`config.mk`:
```
export PLATFORM = sky130hd
export DESIGN_NAME = mem_arbiter
export DESIGN_NICKNAME = d
export VERILOG_FILES = /design/src/rtl/mem_arb_pkg.sv /design/src/rtl/mem_arb_timer.sv /design/src/rtl/mem_arbiter.sv
export SDC_FILE = /design/constraint.sdc
export NUM_CORES = 1
export LEC_CHECK = 0
export BUFFER_PORTS_ARGS = -buffer_cell sky130_fd_sc_hd__buf_4
export CAP_MARGIN = 20
export CELL_PAD_IN_SITES_DETAIL_PLACEMENT = 1
export CELL_PAD_IN_SITES_GLOBAL_PLACEMENT = 2
export CORE_MARGIN = 2
export CORE_UTILIZATION = 30
export CTS_CLUSTER_SIZE = 28
export DETAILED_ROUTE_END_ITERATION = 6
export PLACE_DENSITY = 0.81
export SLEW_MARGIN = 20
export SYNTH_ARGS = -nofsm -noshare
export SYNTH_HDL_FRONTEND = slang
export SYNTH_SLANG_ARGS = --single-unit
```
`constraint.sdc`:
```
create_clock -name sys_clk -period 5.93 [get_ports sys_clk]
set_input_delay 0.2965 -clock sys_clk [delete_from_list [all_inputs] [get_ports sys_clk]]
set_output_delay 0.2965 -clock sys_clk [all_outputs]
set_load 0.02 [all_outputs]
```
`src/rtl/mem_arb_pkg.sv`:
```
// Shared types and constants for the two-port memory arbiter.
package mem_arb_pkg;

  typedef enum logic [1:0] {
    ST_IDLE = 2'd0,
    ST_BUSY = 2'd1,
    ST_RESP = 2'd2
  } state_e;

  typedef enum logic {
    GNT_INSTR = 1'b0,
    GNT_DATA  = 1'b1
  } grant_e;

  // Instruction handed back when the memory never answers an instruction fetch.
  localparam logic [15:0] NOP_INSTR_DEFAULT = 16'hC000;

  // Round-robin choice: on a tie the port that did not win last time gets the bus.
  function automatic grant_e pickGrant(input logic instrStb,
                                       input logic dataStb,
                                       input grant_e lastGrant);
    grant_e result;
    if (instrStb && dataStb) begin
      result = (lastGrant == GNT_INSTR) ? GNT_DATA : GNT_INSTR;
    end else if (dataStb) begin
      result = GNT_DATA;
    end else begin
      result = GNT_INSTR;
    end
    return result;
  endfunction

endpackage

```
`src/rtl/mem_arb_timer.sv`:
```
// Counts BUSY cycles and flags the cycle in which the wait limit is reached.
module mem_arb_timer #(
  parameter int unsigned TIMEOUT = 16
) (
  input  logic clk_i,
  input  logic rst_i,
  input  logic clear_i,
  input  logic enable_i,
  output logic expired_o
);

  // The counter only ever holds 0..TIMEOUT-1, the number of BUSY cycles already completed.
  localparam int unsigned CW = (TIMEOUT > 1) ? $clog2(TIMEOUT) : 1;
  localparam logic [CW-1:0] LAST = CW'(TIMEOUT - 1);

  logic [CW-1:0] count_q;
  logic [CW-1:0] count_d;

  // Expired is asserted during the TIMEOUT-th BUSY cycle so the caller can act on that edge.
  assign expired_o = enable_i && (count_q == LAST);

  // Next count: restart outside BUSY, advance while waiting, stop once expired.
  always_comb begin
    count_d = count_q;
    if (clear_i) begin
      count_d = '0;
    end else if (enable_i && !expired_o) begin
      count_d = count_q + CW'(1);
    end
  end

  // Counter register with asynchronous clear.
  always_ff @(posedge clk_i or posedge rst_i) begin
    if (rst_i) begin
      count_q <= '0;
    end else begin
      count_q <= count_d;
    end
  end

endmodule

```
`src/rtl/mem_arbiter.sv`:
```
// Two-port (instruction/data) round-robin arbiter in front of a single memory master port.
module mem_arbiter
  import mem_arb_pkg::*;
#(
  parameter int unsigned     AW        = 16,
  parameter int unsigned     DW        = 16,
  parameter int unsigned     TIMEOUT   = 16,
  parameter logic [DW-1:0]   NOP_INSTR = DW'(NOP_INSTR_DEFAULT)
) (
  input  logic          sys_clk,
  input  logic          sys_rst,
  input  logic [AW-1:0] instr_addr_i,
  input  logic          instr_stb_i,
  input  logic          instr_we_i,
  output logic [DW-1:0] instr_data_o,
  output logic          instr_ack_o,
  input  logic [AW-1:0] data_addr_i,
  input  logic [DW-1:0] data_data_i,
  input  logic          data_stb_i,
  input  logic          data_we_i,
  output logic [DW-1:0] data_data_o,
  output logic          data_ack_o,
  output logic [AW-1:0] mem_addr_o,
  output logic [DW-1:0] mem_data_o,
  input  logic [DW-1:0] mem_data_i,
  output logic          mem_stb_o,
  output logic          mem_we_o,
  input  logic          mem_ack_i,
  output logic          bus_err_o
);

  state_e        state_q, state_d;
  grant_e        lastGrant_q, lastGrant_d;
  grant_e        arbGrant;
  logic [AW-1:0] memAddr_q, memAddr_d;
  logic [DW-1:0] memData_q, memData_d;
  logic          memWe_q, memWe_d;
  logic [DW-1:0] instrData_q, instrData_d;
  logic [DW-1:0] dataData_q, dataData_d;
  logic          busErr_q, busErr_d;
  logic          timerExpired;
  logic          unusedInstrWe;

  // The instruction port is read-only; its write strobe is accepted but has no effect.
  assign unusedInstrWe = instr_we_i;

  assign arbGrant = pickGrant(instr_stb_i, data_stb_i, lastGrant_q);

  // Wait-limit counter runs only while a transaction is outstanding.
  mem_arb_timer #(
    .TIMEOUT (TIMEOUT)
  ) u_timer (
    .clk_i     (sys_clk),
    .rst_i     (sys_rst),
    .clear_i   (state_q != ST_BUSY),
    .enable_i  (state_q == ST_BUSY),
    .expired_o (timerExpired)
  );

  // Next-state and datapath: grant in IDLE, wait for memory in BUSY, hand back one ack in RESP.
  always_comb begin
    state_d     = state_q;
    lastGrant_d = lastGrant_q;
    memAddr_d   = memAddr_q;
    memData_d   = memData_q;
    memWe_d     = memWe_q;
    instrData_d = instrData_q;
    dataData_d  = dataData_q;
    busErr_d    = busErr_q;
    case (state_q)
      ST_IDLE: begin
        if (instr_stb_i || data_stb_i) begin
          lastGrant_d = arbGrant;
          state_d     = ST_BUSY;
          if (arbGrant == GNT_DATA) begin
            memAddr_d = data_addr_i;
            memData_d = data_data_i;
            memWe_d   = data_we_i;
          end else begin
            memAddr_d = instr_addr_i;
            memData_d = '0;
            memWe_d   = 1'b0;
          end
        end
      end
      ST_BUSY: begin
        if (mem_ack_i) begin
          state_d = ST_RESP;
          if (lastGrant_q == GNT_DATA) begin
            dataData_d = mem_data_i;
          end else begin
            instrData_d = mem_data_i;
          end
        end else if (timerExpired) begin
          state_d  = ST_RESP;
          busErr_d = 1'b1;
          if (lastGrant_q == GNT_DATA) begin
            dataData_d = '0;
          end else begin
            instrData_d = NOP_INSTR;
          end
        end
      end
      ST_RESP: begin
        state_d = ST_IDLE;
      end
      default: begin
        state_d = ST_IDLE;
      end
    endcase
  end

  // State and datapath registers; reset abandons any transaction in flight.
  always_ff @(posedge sys_clk or posedge sys_rst) begin
    if (sys_rst) begin
      state_q     <= ST_IDLE;
      lastGrant_q <= GNT_INSTR;
      memAddr_q   <= '0;
      memData_q   <= '0;
      memWe_q     <= 1'b0;
      instrData_q <= '0;
      dataData_q  <= '0;
      busErr_q    <= 1'b0;
    end else begin
      state_q     <= state_d;
      lastGrant_q <= lastGrant_d;
      memAddr_q   <= memAddr_d;
      memData_q   <= memData_d;
      memWe_q     <= memWe_d;
      instrData_q <= instrData_d;
      dataData_q  <= dataData_d;
      busErr_q    <= busErr_d;
    end
  end

  assign mem_addr_o   = memAddr_q;
  assign mem_data_o   = memData_q;
  assign mem_we_o     = memWe_q;
  assign mem_stb_o    = (state_q == ST_BUSY);
  assign instr_ack_o  = (state_q == ST_RESP) && (lastGrant_q == GNT_INSTR);
  assign data_ack_o   = (state_q == ST_RESP) && (lastGrant_q == GNT_DATA);
  assign instr_data_o = instrData_q;
  assign data_data_o  = dataData_q;
  assign bus_err_o    = busErr_q;

endmodule
```
* Yosys cells after proc, flatten, opt, wreduce, memory -nomap -nowiden
Index checks and enable logic that the tools add are counted.
Word-level totals: input port bits 71, logic and storage cells 53, register bits 73, output and inout bits 69
Cells by class: multiplexer cells 20, reduce and logical (&&, ||, !) cells 15, bitwise gates (word level) 2, equal/unequal tests 6, add/subtract/negate cells 1
Operators with widths (count):
- 2-to-1 mux 16 bit | 10
- AND reduction 3 bit | 3
- 2-to-1 mux 4 bit | 2
- 2-to-1 mux 2 bit | 3
- logical AND 1 bit | 5
- adder 4 x 1 -> 4 bit, second input constant | 1
- == test 4 bit, second input constant | 1
- 2-to-1 mux 1 bit | 4
- case mux 2 bit (2 select lines) | 1
- AND reduction 2 bit | 2
- nonzero test 2 bit | 2
- != test 3 bit, second input constant | 1
- == test 2 x 1 -> 1 bit, second input constant | 1
- == test 2 bit, second input constant | 1
- logical NOT 2 bit | 1
- != test 2 x 1 -> 1 bit, second input constant | 1
- != test 2 bit, second input constant | 1
- inverter 1 bit | 2
- logical NOT 1 bit | 1
- logical OR 1 bit | 1

* Longest topological paths before layout
Gate-level depths: netlist (run 1).
depth in word-level cells 6, gate-level depth with buffers 6, mapped depth without buffers 4

* Modules after synthesis
From an unflattened synthesis (run 1), not the netlist that was laid out.
Unflattened totals: cells, all modules 221, area total of the unflattened synthesis 3185.6 sq um
By module, submodules not included:
- mem_arbiter | cells each 198, area an instance 2951.6 sq um, sequential area each 1726.7 sq um, times used 1
- mem_arb_timer | cells each 23, area an instance 234.0 sq um, sequential area each 100.1 sq um, times used 1

* Worst setup path after synthesis (run 1)
No wires, ideal clock.
path kind register to register, start point register lastGrant_q, end point register memAddr_q[0], in the netlist mem_addr_o[0], period minus slack after synthesis 1.565 ns, data required time 5.805 ns, buffers on the path 2, stages on the path, launching flop included 6, arrival 1.440 ns, slack 4.365 ns, library setup time 0.125 ns, path through dfrtp_1 > buf_6 > a21boi_4 > buf_8 > mux2_4 > mux2_2
Between the ends: word-level cells in the longest chain between the ends 3
Ends and longest elaborated chain:
- from (decl) | RTL line mem_arbiter.sv:33 | grant_e lastGrant_q, lastGrant_d;
- from (signal assigned) | RTL line mem_arbiter.sv:126 | lastGrant_q <= lastGrant_d;
- 2-to-1 mux 1 bit | RTL line mem_arb_pkg.sv:24 | result = (lastGrant == GNT_INSTR) ? GNT_DATA : GNT_INSTR;
- 2-to-1 mux 1 bit | RTL line mem_arb_pkg.sv:23 | if (instrStb && dataStb) begin
- 2-to-1 mux 16 bit | RTL line mem_arbiter.sv:75 | if (arbGrant == GNT_DATA) begin
- to (signal assigned) | RTL line mem_arbiter.sv:127 | memAddr_q <= memAddr_d;
- to (decl) | RTL line mem_arbiter.sv:35 | logic [AW-1:0] memAddr_q, memAddr_d;
Every way passes these cells. A chain may end at the register's enable or synchronous reset.

* Worst setup path after layout (run 1)
start point register lastGrant_q, end point register dataData_q[4], in the netlist data_data_o[4]
Between the ends: word-level cells in the longest chain between the ends 1
Ends and longest elaborated chain:
- AND reduction 3 bit (no source line)
- to (signal assigned) | RTL line mem_arbiter.sv:131 | dataData_q <= dataData_d;
- to (decl) | RTL line mem_arbiter.sv:39 | logic [DW-1:0] dataData_q, dataData_d;
Every way passes these cells.

==> flow_metrics.tcl, run 1 <==
set metrics [dict create \
    initial_core_util_pct 31.0 \
    power.leakage_nw 2.14 \
    yosysWarnings 0 \
    worstPathMaxFanout 17 \
    drc 0 \
    gp_congestion 0.723 \
    io_pins 140 \
    htree_num_levels 3 \
    cts.sinks 73 \
    skew_ns 0.0128 \
    worstMarginPinSlew_ns 0.918 \
    cts_resized 0 \
    hold_path.class "primary input to flop" \
    synth_area_per_cell_um2 14.6 \
    synthArstFlopShare_pct 100 \
    synthTopCellsByArea "dfrtp_1, a32o_1, mux2_2" \
    relSlewSlack_pct 38.8 \
    crit_type "flop to flop" \
    status "complete, no violations" \
    synth_top_area_share_pct 60.1 \
    setup_tns_ns 0 \
    grt_start_max_net_pins 74 \
    fp.dieW_um 105 \
    yosysSeqAreaShare_pct 60.1 \
    via_per_inst 4.90 \
    port_buffers 138 \
    drt-initial-drc-count 63 \
    period_share_pct 35.5 \
    num_vias 2345 \
    syn-cell-area_um2 3040 \
    wire_per_inst_um 16.4 \
    first_pass_iters 4 \
    netlist_instances 208 \
    synth-edff-count 0 \
    grt_pass1_wl_mm 12.8 \
    max_freq_mhz 475 \
    clockBufferDepth 2 \
    ys_types 33 \
    diodes 0 \
    syn_nets 280 \
    cts_made_buffers 9 \
    clk_pin_slew_ns 0.07 \
    antenna_found_initial 0 \
    cellPowerDensity_nw_per_um2 571 \
    report.final.slew_viol_count 0 \
    yosys.area.top_type "dfrtp_1" \
    setup_viol 0 \
    maxCapViolations 0 \
    post_cts_buffers 0 \
    rows 36 \
    cts-hold-fix-buffers 0 \
    cts_tree "built" \
    cts_root_buffer "clkbuf_8" \
    ys_ff_latch 73 \
    rsz0062_at_grt "no" \
    end_kind "flop" \
    worst_setup_path_start_kind "flop" \
    cp_data_required_time_ns 6.14 \
    postRouteAntennaNets 0 \
    peakVddDrop_v 0.000222 \
    overflow 0 \
    clock_latency_ns 0.33 \
    drive_gt1_share_pct 55.8 \
    hold_viol_final 0 \
    die_h_um 105 \
    dp_hpwl_mm 5.63 \
    grt_usage_pct 14.6 \
    core_um2 9820 \
    nets 414 \
    fin_crit_ns 2.10 \
    routed_wl_mm 7.85 \
    arrival_ns 2.31 \
    grt_pass1_vias 2493 \
    design.die.area_um2 11000 \
    final_core_utilization_pct 44.9 \
    area_growth_syn_to_layout_pct 45.1 \
    ys.flop_type "dfrtp_1" \
]
[worst max-delay path, stage by stage (launching register included)]
cell and delay [ns]:
dfrtp_1 0.57, and3b_1 0.70, nand2_2 0.40, a32o_1 0.32
[power by group]
part	internal, mW	switching [mW]
sequential	0.729	0.147
combinational	0.548	0.594
clock	0.321	0.177
[cell usage after synthesis, drive strengths merged (3+ instances only)]
| master | n |
|---|---|
| nand2 | 5 |
| clkbuf | 5 |
| dfrtp | 73 |
| buf | 12 |
| nor2 | 7 |
| a22o | 17 |
| mux2 | 32 |
| inv | 3 |
| a32o | 30 |
[metrics by stage]
stage	setup WS, ns	cell area [um2]	power (mW)	hold WS, ns	instances
detailed placement	3.81	4150	2.05	0.479	464
global route	3.69	4410	2.66	0.166	479
floorplan	3.78	3040	1.56	0.429	208
global placement	3.85	4150	2.02	0.456	464
finish	3.83	4410	2.52	0.181	479
CTS	3.80	4410	2.55	0.166	479
[cell families (layout without fill, tap and decap cells)]
family / count (synthesis) / after routing / share of synthesized area (%)
AO/OA/AOI/OAI: 58 / 58 / 17.9
XOR/XNOR: 1 / 1 / 0.288
adder cells (fa/ha/maj): 1 / 1 / 0.412
buffers and inverters: 20 / 158 / 3.75
flip-flops: 73 / 73 / 60.1
multiplexers: 33 / 33 / 13.4
AND/OR/NAND/NOR: 22 / 22 / 4.16
[layout by cell type, fill, tap and decap left out, types with 2 or more instances in the layout]
master       n
buf_4      140
dfrtp_1     73
a32o_1      30
mux2_2      22
a22o_1      17
mux2_4      10
clkbuf_8     9
nor2_1       7
bufinv_16    4
nand2_1      3
nand3_1      2
a31oi_1      2
inv_1        2
and3b_1      2
nand2_2      2
nor3_1       2
o22a_1       2
[layout make-up]
| type | instances | area, um2 |
|---|---|---|
| Clock buffer | 10 | 128 |
| Timing Repair Buffer | 140 | 1050 |
| Multi-Input combinational cell | 115 | 1100 |
| Tap cell | 133 | 166 |
| Sequential cell | 73 | 1830 |
| Inverter | 3 | 11.3 |
| Clock inverter | 5 | 129 |
| Fill cell | 1095 | 5410 |
[per-layer routing]
metal	vias to the layer above	track usage, %	part of all wire [%]
met4	0	3.71	0.48
met5	-	0	0
met2	85	24.7	50
li1	1069	-	-
met3	4	4.24	7.0
met1	1187	18.3	43
[registers in the layout, indices dropped and copies added (netlist names)]
register         cells
bus_err_o            1
data_data_o         16
instr_data_o        16
lastGrant_q          1
mem_addr_o          16
mem_data_o          16
mem_we_o             1
state_q              2
u_timer.count_q      4
[path summary, 6_finish.rpt]
check,startpoint,endpoint,slack (ns),cells past startpoint
setup / recovery,lastGrant_q$_DFFE_PP0P_,data_data_o[4]$_DFFE_PP0P_,3.83,3
hold / removal,data_data_i[0],mem_data_o[0]$_DFFE_PP0P_,0.18,2
setup reg to reg,lastGrant_q$_DFFE_PP0P_,data_data_o[4]$_DFFE_PP0P_,3.83,3
hold reg to reg,bus_err_o$_DFFE_PP0P_,bus_err_o$_DFFE_PP0P_,0.49,2
max in group asynchronous,sys_rst,u_timer.count_q[0]$_DFFE_PP0P_,5.09,3
min in group asynchronous,sys_rst,mem_addr_o[9]$_DFFE_PP0P_,0.25,3
Power figures use the tool's default switching activity.
==> run 2, diff against run 1 <==
--- a/config.mk
+++ b/config.mk
@@ -10,10 +10,10 @@
 export CELL_PAD_IN_SITES_DETAIL_PLACEMENT = 1
 export CELL_PAD_IN_SITES_GLOBAL_PLACEMENT = 2
 export CORE_MARGIN = 2
-export CORE_UTILIZATION = 30
+export CORE_UTILIZATION = 26
 export CTS_CLUSTER_SIZE = 28
 export DETAILED_ROUTE_END_ITERATION = 6
-export PLACE_DENSITY = 0.81
+export PLACE_DENSITY = 0.74
 export SLEW_MARGIN = 20
 export SYNTH_ARGS = -nofsm -noshare
 export SYNTH_HDL_FRONTEND = slang
==> constraint.sdc (replaced) <==
create_clock -name sys_clk -period 1.8 [get_ports sys_clk]
set_input_delay 0.09 -clock sys_clk [delete_from_list [all_inputs] [get_ports sys_clk]]
set_output_delay 0.09 -clock sys_clk [all_outputs]
set_load 0.02 [all_outputs]
==> run 2 against run 1 <==
Clock power increased to 4.1 times the previous value. Worst hold slack got worse by 0.16 ns. Count of clock-buffer cells in the layout unchanged. Critical path depth unchanged. Die area increased by 15%.
==> flow_metrics.tcl, run 2 (synthesis gave the netlist of run 1 again) <==
set metrics [dict create \
    clockBufferDepth 2 \
    num_vias 2432 \
    die_h_um 112 \
    grt_pass1_vias 2654 \
    skew_ns 0.00695 \
    dp_hpwl_mm 6.02 \
    grt_usage_pct 13.7 \
    rsz0062_at_grt "no" \
    cts.sinks 73 \
    mostFrequentLayoutCells "buf_4, dfrtp_1, a32o_1" \
    crit_path_end "instr_data_o[13]$_DFFE_PP0P_" \
    path_delay_family "simple AND/OR/NAND/NOR gates" \
    diodes 0 \
    maxCapViolations 0 \
    report.final.slew_viol_count 0 \
    r2r_slack_ns 0.17 \
    clock_latency_ns 0.33 \
    cts_made_buffers 9 \
    initial_core_util_pct 26.6 \
    grt_start_max_net_pins 42 \
    r2r-start "lastGrant_q$_DFFE_PP0P_" \
    drt-initial-drc-count 128 \
    post_cts_buffers 0 \
    worstMarginPinSlew_ns 0.675 \
    worstSetupStartpoint "lastGrant_q$_DFFE_PP0P_" \
    rows 39 \
    drc 0 \
    htree_num_levels 3 \
    clk_pin_slew_ns 0.05 \
    wire_per_inst_um 16.4 \
    layout_commonest_cell "buf_4" \
    crit_cells 3 \
    port_buffers 138 \
    antenna_found_initial 0 \
    cts_resized 0 \
    end_kind "flop" \
    io_pins 140 \
    crit_slowest_cell "dfrtp_1" \
    gp_congestion 0.682 \
    setup_tns_ns 0 \
    power.leakage_nw 2.30 \
    status "complete, no violations" \
    fillCellCount 1195 \
    reg2reg_depth 3 \
    worstPathMaxFanout 14 \
    r2r_end "instr_data_o[13]$_DFFE_PP0P_" \
    period_share_pct 90.4 \
    final_area_um2 4790 \
    fp.dieW_um 112 \
    crit_path_cell_trace "nor3b_4, nand2_2, a32o_1" \
    power_mw 8.86 \
    routed_wl_mm 8.42 \
    grt_pass1_wl_mm 13.7 \
    worst_setup_path_start_kind "flop" \
    final_core_utilization_pct 41.9 \
    arrival_ns 1.83 \
    hold_path.class "primary input to flop" \
    hold_ws_ns 0.0156 \
    setup_viol 0 \
    hold_viol_final 0 \
    via_per_inst 4.73 \
    postRouteAntennaNets 0 \
    max_stage_delay_ns 0.50 \
    postPlaceCellArea_um2 4270 \
    crit_type "flop to flop" \
    overflow 0 \
    first_pass_iters 4 \
    nets 438 \
    multi_input_area_um2 1100 \
    core_um2 11400 \
    path_buf_inv 0 \
    area_growth_syn_to_layout_pct 57.6 \
    seq_area_um2 1830 \
    relSlewSlack_pct 55.0 \
    fin_crit_ns 1.63 \
    max_freq_mhz 615 \
    cellPowerDensity_nw_per_um2 1850 \
    peakVddDrop_v 0.000824 \
    cp_data_required_time_ns 2.01 \
    cts-hold-fix-buffers 18 \
    drive_gt1_share_pct 53.9 \
    cts_root_buffer "clkbuf_16" \
    cts_tree "built" \
    design.die.area_um2 12600 \
]
-- run 2: power breakdown --
part	leakage [nW]	switching [mW]	internal [mW]	total, mW
Clock	0.163	0.679	1.36	2.04
Sequential	0.906	0.507	2.41	2.92
Combinational	1.23	1.98	1.93	3.91
-- run 2: stage by stage --
| step | setup WS (ns) | cells |
|---|---|---|
| after floorplan | 0.235 | 208 |
| after global placement | 0.210 | 480 |
| after detailed placement | 0.155 | 480 |
| after CTS | 0.143 | 514 |
| after global routing | 0.0154 | 514 |
| final | 0.173 | 514 |
-- run 2: area by class of cell --
class	count	area share, %
flip-flops and latches	73	38.1
repair buffers	164	27.7
multi-input cells	115	22.9
clock buffers	10	4.78
well taps	143	3.74
clock inverters	6	2.40
inverters	3	0.313
-- run 2: worst min-delay path by stage --
| stage | startpoint | endpoint | slack (ns) | cells after the start |
|---|---|---|---|---|
| 3_3_place_gp | sys_rst | data_data_o[13]$_DFFE_PP0P_ | 0.005 | 2 |
| 3_5_place_dp | sys_rst | data_data_o[13]$_DFFE_PP0P_ | 0.005 | 2 |
| 2_1_floorplan | data_data_i[0] | mem_data_o[0]$_DFFE_PP0P_ | 0.22 | 1 |
| 5_1_grt | mem_data_i[14] | data_data_o[14]$_DFFE_PP0P_ | 0.01 | 2 |
| 6_report | mem_data_i[15] | instr_data_o[15]$_DFFE_PP0P_ | 0.02 | 2 |
| 4_1_cts | mem_data_i[15] | instr_data_o[15]$_DFFE_PP0P_ | 0.005 | 2 |
-- run 2: layer usage --
metal	global-route usage (%)	vias up	routed length (um)
met1	16.7	1217	3430
met3	4.10	7	577
met2	23.1	89	4320
met5	0	-	0
met4	5.12	0	89
li1	-	1119	-
-- run 2: worst reg2reg max path: stages, from the launching register on --
cell	delay, ns
dfrtp_1	0.50
nor3b_4	0.42
nand2_2	0.30
a32o_1	0.29
